<file path="src/rtl/nibble_serial_adder.sv">
// nibble_serial_adder: adds two WIDTH-bit operands one nibble per clock through a shared 4-bit ripple_carry
module ripple_carry (
  input  logic [3:0] a,
  input  logic [3:0] b,
  input  logic       ci,
  output logic [3:0] s,
  output logic       c
);
  logic [4:0] k;
  genvar i;
  assign k[0] = ci;
  for (i = 0; i < 4; i++) begin : g
    assign s[i]   = a[i] ^ b[i] ^ k[i];
    assign k[i+1] = (a[i] & b[i]) | (k[i] & (a[i] ^ b[i]));
  end
  assign c = k[4];
endmodule

module nibble_serial_adder #(
  parameter int NIBBLES = 4,
  localparam int WIDTH = 4 * NIBBLES
) (
  input  logic             clk,
  input  logic             rst,
  input  logic             start,
  input  logic [WIDTH-1:0] in1,
  input  logic [WIDTH-1:0] in2,
  input  logic             cin,
  output logic             busy,
  output logic             done,
  output logic [WIDTH-1:0] s,
  output logic             c,
  output logic             v
);
  localparam int CW = NIBBLES > 1 ? $clog2(NIBBLES) : 1;
  typedef enum logic {IDLE, ADD} state_t;
  state_t state, state_nx;
  logic [WIDTH-1:0] a_sh, b_sh, s_sh, s_nx;
  logic [WIDTH+3:0] cat;
  logic [CW-1:0] cnt;
  logic [3:0] rs;
  logic cy, rc, msba, msbb, last;
  ripple_carry u_rc (.a(a_sh[3:0]), .b(b_sh[3:0]), .ci(cy), .s(rs), .c(rc));
  // the fresh slice sum enters at the top, so after the last slice S_sh holds the full result in order
  assign cat  = {rs, s_sh};
  assign s_nx = cat[WIDTH+3:4];
  assign last = cnt == CW'(NIBBLES - 1);
  assign busy = state == ADD;
  always_comb begin
    state_nx = state == IDLE ? (start ? ADD : IDLE) : (last ? IDLE : ADD);
  end
  always_ff @(posedge clk) begin
    if (rst) begin
      state <= IDLE;
      a_sh  <= '0;
      b_sh  <= '0;
      s_sh  <= '0;
      cnt   <= '0;
      cy    <= 1'b0;
      msba  <= 1'b0;
      msbb  <= 1'b0;
      done  <= 1'b0;
      s     <= '0;
      c     <= 1'b0;
      v     <= 1'b0;
    end else begin
      state <= state_nx;
      done  <= state == ADD && last;
      if (state == IDLE && start) begin
        a_sh <= in1;
        b_sh <= in2;
        cy   <= cin;
        msba <= in1[WIDTH-1];
        msbb <= in2[WIDTH-1];
        cnt  <= '0;
      end else if (state == ADD) begin
        a_sh <= a_sh >> 4;
        b_sh <= b_sh >> 4;
        s_sh <= s_nx;
        cy   <= rc;
        cnt  <= cnt + CW'(1);
        if (last) begin
          s <= s_nx;
          c <= rc;
          v <= (msba == msbb) && (s_nx[WIDTH-1] != msba);
        end
      end
    end
  end
endmodule

</file>
<file path="config.mk">
export PLATFORM = sky130hd
export DESIGN_NAME = nibble_serial_adder
export DESIGN_NICKNAME = d
export VERILOG_FILES = /design/src/rtl/nibble_serial_adder.sv
export SDC_FILE = /design/constraint.sdc
export NUM_CORES = 1
export LEC_CHECK = 0
export ABC_CLOCK_PERIOD_IN_PS = 3500
export BUFFER_PORTS_ARGS = -buffer_cell sky130_fd_sc_hd__buf_2
export CORE_MARGIN = 2
export CORE_UTILIZATION = 40
export CTS_BUF_LIST = sky130_fd_sc_hd__clkbuf_16
export CTS_CLUSTER_DIAMETER = 30
export DETAILED_ROUTE_END_ITERATION = 8
export PLACE_DENSITY = 0.61
export SLEW_MARGIN = 10
export SYNTH_ARGS = -nofsm -noshare
export SYNTH_HDL_FRONTEND = slang
export SYNTH_HIERARCHICAL = 1
export SYNTH_SLANG_ARGS = --single-unit
</file>
<file path="constraint.sdc">
create_clock -name clk -period 3.5 [get_ports clk]
set_input_delay 0.175 -clock clk [delete_from_list [all_inputs] [get_ports clk]]
set_output_delay 0.175 -clock clk [all_outputs]
set_load 0.02 [all_outputs]
</file>
; After elaboration in Yosys (flattened, before gate mapping)
; Index checks and enable logic that the tools add are counted.
[word_totals]
reg_bits = 73
input_bits = 36
[classes]
add_sub_neg = 1
eq_ne = 3
n_mux = 9
bitwise = 22
reduce_logical = 7
[op_table]
columns = op, count
row1 = $mux W16, 4
row2 = $and A1 B1 Y1, 8
row3 = $xor A1 B1 Y1, 8
row4 = $mux W1, 5
row5 = $or A1 B1 Y1, 4
row6 = $logic_and A1 B1 Y1, 3
row7 = $reduce_and A3 Y1, 1
row8 = $add A2 B1 Y2 const B, 1
row9 = $eq A2 B2 Y1 const B, 1
row10 = $not A1 Y1, 2
row11 = $reduce_and A2 Y1, 1
row12 = $reduce_bool A2 Y1, 1
row13 = $reduce_or A2 Y1, 1
row14 = $eq A1 B1 Y1, 1
row15 = $ne A1 B1 Y1, 1

; Logic depth before layout (Yosys ltp)
[depth]
word_depth = 11
ltp_mapped = 11

; Modules after synthesis
; Netlist, hierarchy kept.
[modules_own_cells]
columns = module, instances, cells_each, area_per_inst_um2
row1 = nibble_serial_adder, 1, 240, 2788.9
row2 = ripple_carry, 1, 14, 117.6

; Worst setup path before layout
; Ideal clock, no wire load.
[synth_timing]
path_type = register to register
start = register a_sh[0]
end = register v
arrival_time_ps = 2133
required_time_ps = 3383
slack_ps = 1251
path_stages_with_launch = 11
path_buffers = 0
synth_period_minus_slack_ps = 2249
path_cell_list = dfxtp_1 -> fa_1 -> inv_1 -> fa_1 -> inv_1 -> fa_1 -> inv_1 -> fa_1 -> inv_1 -> o22ai_1 -> a22o_1
[synth_between]
elab_chain_len = 10
elab_cells_between_ends = 11
cone_classes = eq/ne (1) / bitwise (9) / reduce/logical (1)
[synth_lines]
columns = element, line
row1 = "start, declared", 38  ; logic [WIDTH-1:0] a_sh, b_sh, s_sh, s_nx;
row2 = "start signal, assigned", 70  ; a_sh <= in1;
row3 = "start signal, assigned", 77  ; a_sh <= a_sh >> 4;
row4 = $xor A1 B1 Y1, 14  ; assign k[i+1] = (a[i] & b[i]) | (k[i] & (a[i] ^ b[i]));
row5 = $and A1 B1 Y1, 14
row6 = $or A1 B1 Y1 *, 14
row7 = $and A1 B1 Y1 *, 14
row8 = $or A1 B1 Y1 *, 14
row9 = $and A1 B1 Y1 *, 14
row10 = $or A1 B1 Y1 *, 14
row11 = $xor A1 B1 Y1 *, 13  ; assign s[i] = a[i] ^ b[i] ^ k[i];
row12 = via rs[3], 41  ; logic [3:0] rs;
row13 = $ne A1 B1 Y1 *, 85  ; v <= (msba == msbb) && (s_nx[WIDTH-1] != msba);
row14 = $logic_and A1 B1 Y1 *, 85
row15 = "end signal, assigned", 85
row16 = "end, declared", 33  ; output logic v
; The timed path passes the listed nets; every way through them passes the cells marked *.
; A chain may end at the register's enable or synchronous reset.

; Worst setup path in the final report
; Ends and elaborated chain as after synthesis.

==> results.sh <==
export IMPL_result_of_the_run="completed"
export IMPL_cts_setup_buffers=0
export IMPL_worst_ep_arrival_time_ps=2590
export IMPL_via_count_of_the_first_global_routing_pass=1915
export IMPL_achievable_frequency_mhz=421
export IMPL_area_delta_synth_final_pct=20.1
export IMPL_final_period_utilization_pct=67.9
export IMPL_ant_nets=0
export IMPL_yosysUniqueCellTypes=27
export IMPL_antenna_found_initial=0
export IMPL_port_buffer_count=55
export IMPL_grt_max_degree=38
export IMPL_globalRouteOverflowTotal=0
export IMPL_unrepaired_setup_endpoints_after_global_routing="no"
export IMPL_gp_congestion=0.686
export IMPL_crit_path_end_kind="register"
export IMPL_cellPowerDensity_nw_per_um2=546
export IMPL_synth_yosys_seq_area_share_pct=47.5
export IMPL_max_cap_violations=0
export IMPL_antenna_diode_count=0
export IMPL_worstPathCellList="fa_1, inv_1, fa_1, inv_1, fa_1, inv_1, fa_1, inv_1, o22ai_1, a22o_1"
export IMPL_finalWorstPathRequiredPeriod_ps=2380
export IMPL_dp_hpwl_mm=3.60
export IMPL_clock_tree_from_tritoncts="built"
export IMPL_syn_cell_area_um2=2910
export IMPL_final_critical_path_setup_slack_ps=1120
export IMPL_max_slew_margin_pct=32.4
export IMPL_worst_ep_required_time_ps=3720
export IMPL_drcViolationCount=0
export IMPL_critical_path_slowest_cell="sky130_fd_sc_hd__fa_1"
export IMPL_postSynthAreaPerCell_um2=11.4
export IMPL_finClkSkew_ps=5.12
export IMPL_number_of_standard_cell_rows_in_the_floorplan=31
export IMPL_clock_tree_buffer_depth=2
export IMPL_die_area_um2=7960
export IMPL_final_fill_count=718
export IMPL_ctsResizeCount=0
export IMPL_timing_max_transition_violations_final=0
export IMPL_routed_wire_length_per_instance_um=13.2
export IMPL_critPathLaunch="a_sh[0]$_SDFFE_PP0P_"
export IMPL_die_width_um=89.2
export IMPL_yosys_warnings=6
export IMPL_preCtsSetupSlack_ps=1140
export IMPL_cts_clk_slew_worst_paths_ps=60
export IMPL_timing_critical_path_fanout_max=4
export IMPL_dieHeight_um=89.2
export IMPL_hold_path_startpoint="in2[12]"
export IMPL_io_pins=56
export IMPL_floorplan_initialDensity_pct=40.7
export IMPL_clkLatencyLatePin_ps=330
export IMPL_tritoncts_num_buffers=9
export IMPL_h_tree_levels=3
export IMPL_global_route_usage_total_pct=15.0
export IMPL_aggregate_negative_setup_slack_ps=0
export IMPL_core_area_um2=7140
export IMPL_via_count=1920
export IMPL_drt_total_wl_mm=5.40
export IMPL_firstDrtPassIters=4
export IMPL_clock_tree_root_cell="sky130_fd_sc_hd__clkbuf_16"
export IMPL_start_of_the_worst_register_to_register_path="a_sh[0]$_SDFFE_PP0P_"
export IMPL_final_hold_viols=0
export IMPL_cellLeakagePower_nw=1.60
export IMPL_detail_route_iter0_violations=63
export IMPL_final_nets=346
export IMPL_final_layout_size_suffix_gt1_share_pct=33.5
export IMPL_ctsHoldBuffers=0
export IMPL_first_pass_grt_wire_length_mm=8.91
export IMPL_maximum_ir_drop_on_the_vdd_rail_mv=0.315
export IMPL_critPathKind="register to register"
export IMPL_worstHoldPathType="primary input to register"
export IMPL_synthesized_net_count=295
export IMPL_worst_setup_path_start_kind="register"
export IMPL_vias_per_cell=4.69
export IMPL_ys_ff_latch=69
export IMPL_netlist_instances=254
export IMPL_tightest_slew_ps=1010
export IMPL_setup_violations_final=0
export IMPL_clock_sinks=69
export IMPL_worst_path_largest_cell_delay_ps=410
[flip-flops by register name, indices dropped and copies added (netlist names)]
signal and cells:
a_sh 16, b_sh 16, s 16, s_sh 12, cnt 2, busy 1
c 1, cy 1, done 1, msba 1, msbb 1, v 1
[cells in the mapped netlist]
cell type,instances,area [µm²]
sky130_fd_sc_hd__a21oi_1,2,10.0
sky130_fd_sc_hd__a21oi_4,1,16.3
sky130_fd_sc_hd__a22o_1,18,158
sky130_fd_sc_hd__and2b_1,1,7.51
sky130_fd_sc_hd__buf_12,1,20.0
sky130_fd_sc_hd__buf_2,3,15.0
sky130_fd_sc_hd__buf_4,6,45.0
sky130_fd_sc_hd__buf_6,2,22.5
sky130_fd_sc_hd__buf_8,1,15.0
sky130_fd_sc_hd__clkbuf_1,4,15.0
sky130_fd_sc_hd__dfxtp_1,69,1380
sky130_fd_sc_hd__fa_1,4,80.1
sky130_fd_sc_hd__ha_1,1,12.5
sky130_fd_sc_hd__inv_1,11,41.3
sky130_fd_sc_hd__mux2_2,8,90.1
sky130_fd_sc_hd__mux2_4,17,255
sky130_fd_sc_hd__mux2i_1,47,470
sky130_fd_sc_hd__nand2_1,1,3.75
sky130_fd_sc_hd__nand2_2,1,6.26
sky130_fd_sc_hd__nand2b_1,1,6.26
sky130_fd_sc_hd__nor2_1,49,184
sky130_fd_sc_hd__nor2_4,1,11.3
sky130_fd_sc_hd__nor3b_1,1,7.51
sky130_fd_sc_hd__nor3b_2,1,12.5
sky130_fd_sc_hd__o21a_1,1,7.51
sky130_fd_sc_hd__o22ai_1,1,6.26
sky130_fd_sc_hd__or2_2,1,6.26
[stage by stage]
step / hold WS, ps / cell area (µm²) / util [%] / cells / total power, mW
after detailed placement: 420 / 3190 / 44.7 / 393 / 1.03
after global placement: 408 / 3190 / 44.7 / 393 / 1.03
final: 84.1 / 3490 / 48.9 / 409 / 1.91
after CTS: 73.6 / 3490 / 48.9 / 409 / 1.94
after global routing: 88.0 / 3490 / 48.9 / 409 / 1.99
after floorplan: 322 / 2910 / - / 254 / 0.992
[cell usage in the layout, fill, tap and decap left out, drive strengths merged]
cell type	netlist	layout
a22o	18	18
o21a	1	1
mux2	25	25
mux2i	47	47
nor2	50	50
fa	4	4
dfxtp	69	69
o22ai	1	1
clkinv	0	2
clkinvlp	0	3
bufinv	0	1
nand2b	1	1
and2b	1	1
ha	1	1
inv	11	12
clkbuf	4	9
a21oi	3	3
nor3b	2	2
buf	13	57
or2	1	1
nand2	2	2
[cell families after synthesis]
group	count (synthesis)	share of synthesized area [%]
fa+ha+maj	5	3.19
flops	69	47.5
simple gates	57	8.44
buf+inv	28	5.98
mux	72	28.1
compound gates	23	6.80
[worst max-delay path, delay by kind of cell, from the launching register on]
family | cells | cell delay [ps]
flops | 1 | 330
buf+inv | 4 | 320
compound gates | 2 | 300
fa+ha+maj | 4 | 1330
[final cells by class]
cell class	count	area [µm²]	share of cell area [%]
multi-input combinational	157	1350	38.7
tap	99	124	3.55
clock inverter	7	75.1	2.15
inverter	11	41.3	1.18
timing repair buffer	57	290	8.32
sequential	69	1380	39.6
clock buffer	9	225	6.45
[routing by layer]
metal  vias to the layer above  routed length, µm  global-route usage, %  part of all wire (%)
met1                       900               2540                   17.8                    47
met4                         0                 59                   6.51                   1.1
li1                        973                  -                      -                     -
met3                         5                284                   5.63                   5.3
met5                         -                  0                      0                     0
met2                        42               2520                   24.4                    47
[worst paths after layout]
check / to / cells after the start / slack, ps
setup / recovery: v$_SDFFE_PP0P_ / 10 / 1120
hold / removal: b_sh[12]$_SDFFE_PP0P_ / 3 / 80
setup reg to reg: v$_SDFFE_PP0P_ / 10 / 1120
hold reg to reg: s[5]$_SDFFE_PP0P_ / 1 / 470
[power breakdown]
part           internal (mW)  switching, mW  total (mW)
Clock                  0.553          0.341       0.894
Sequential             0.817         0.0289       0.846
Combinational         0.0925         0.0743       0.167
Note: power is estimated with default switching activity, not from simulation.
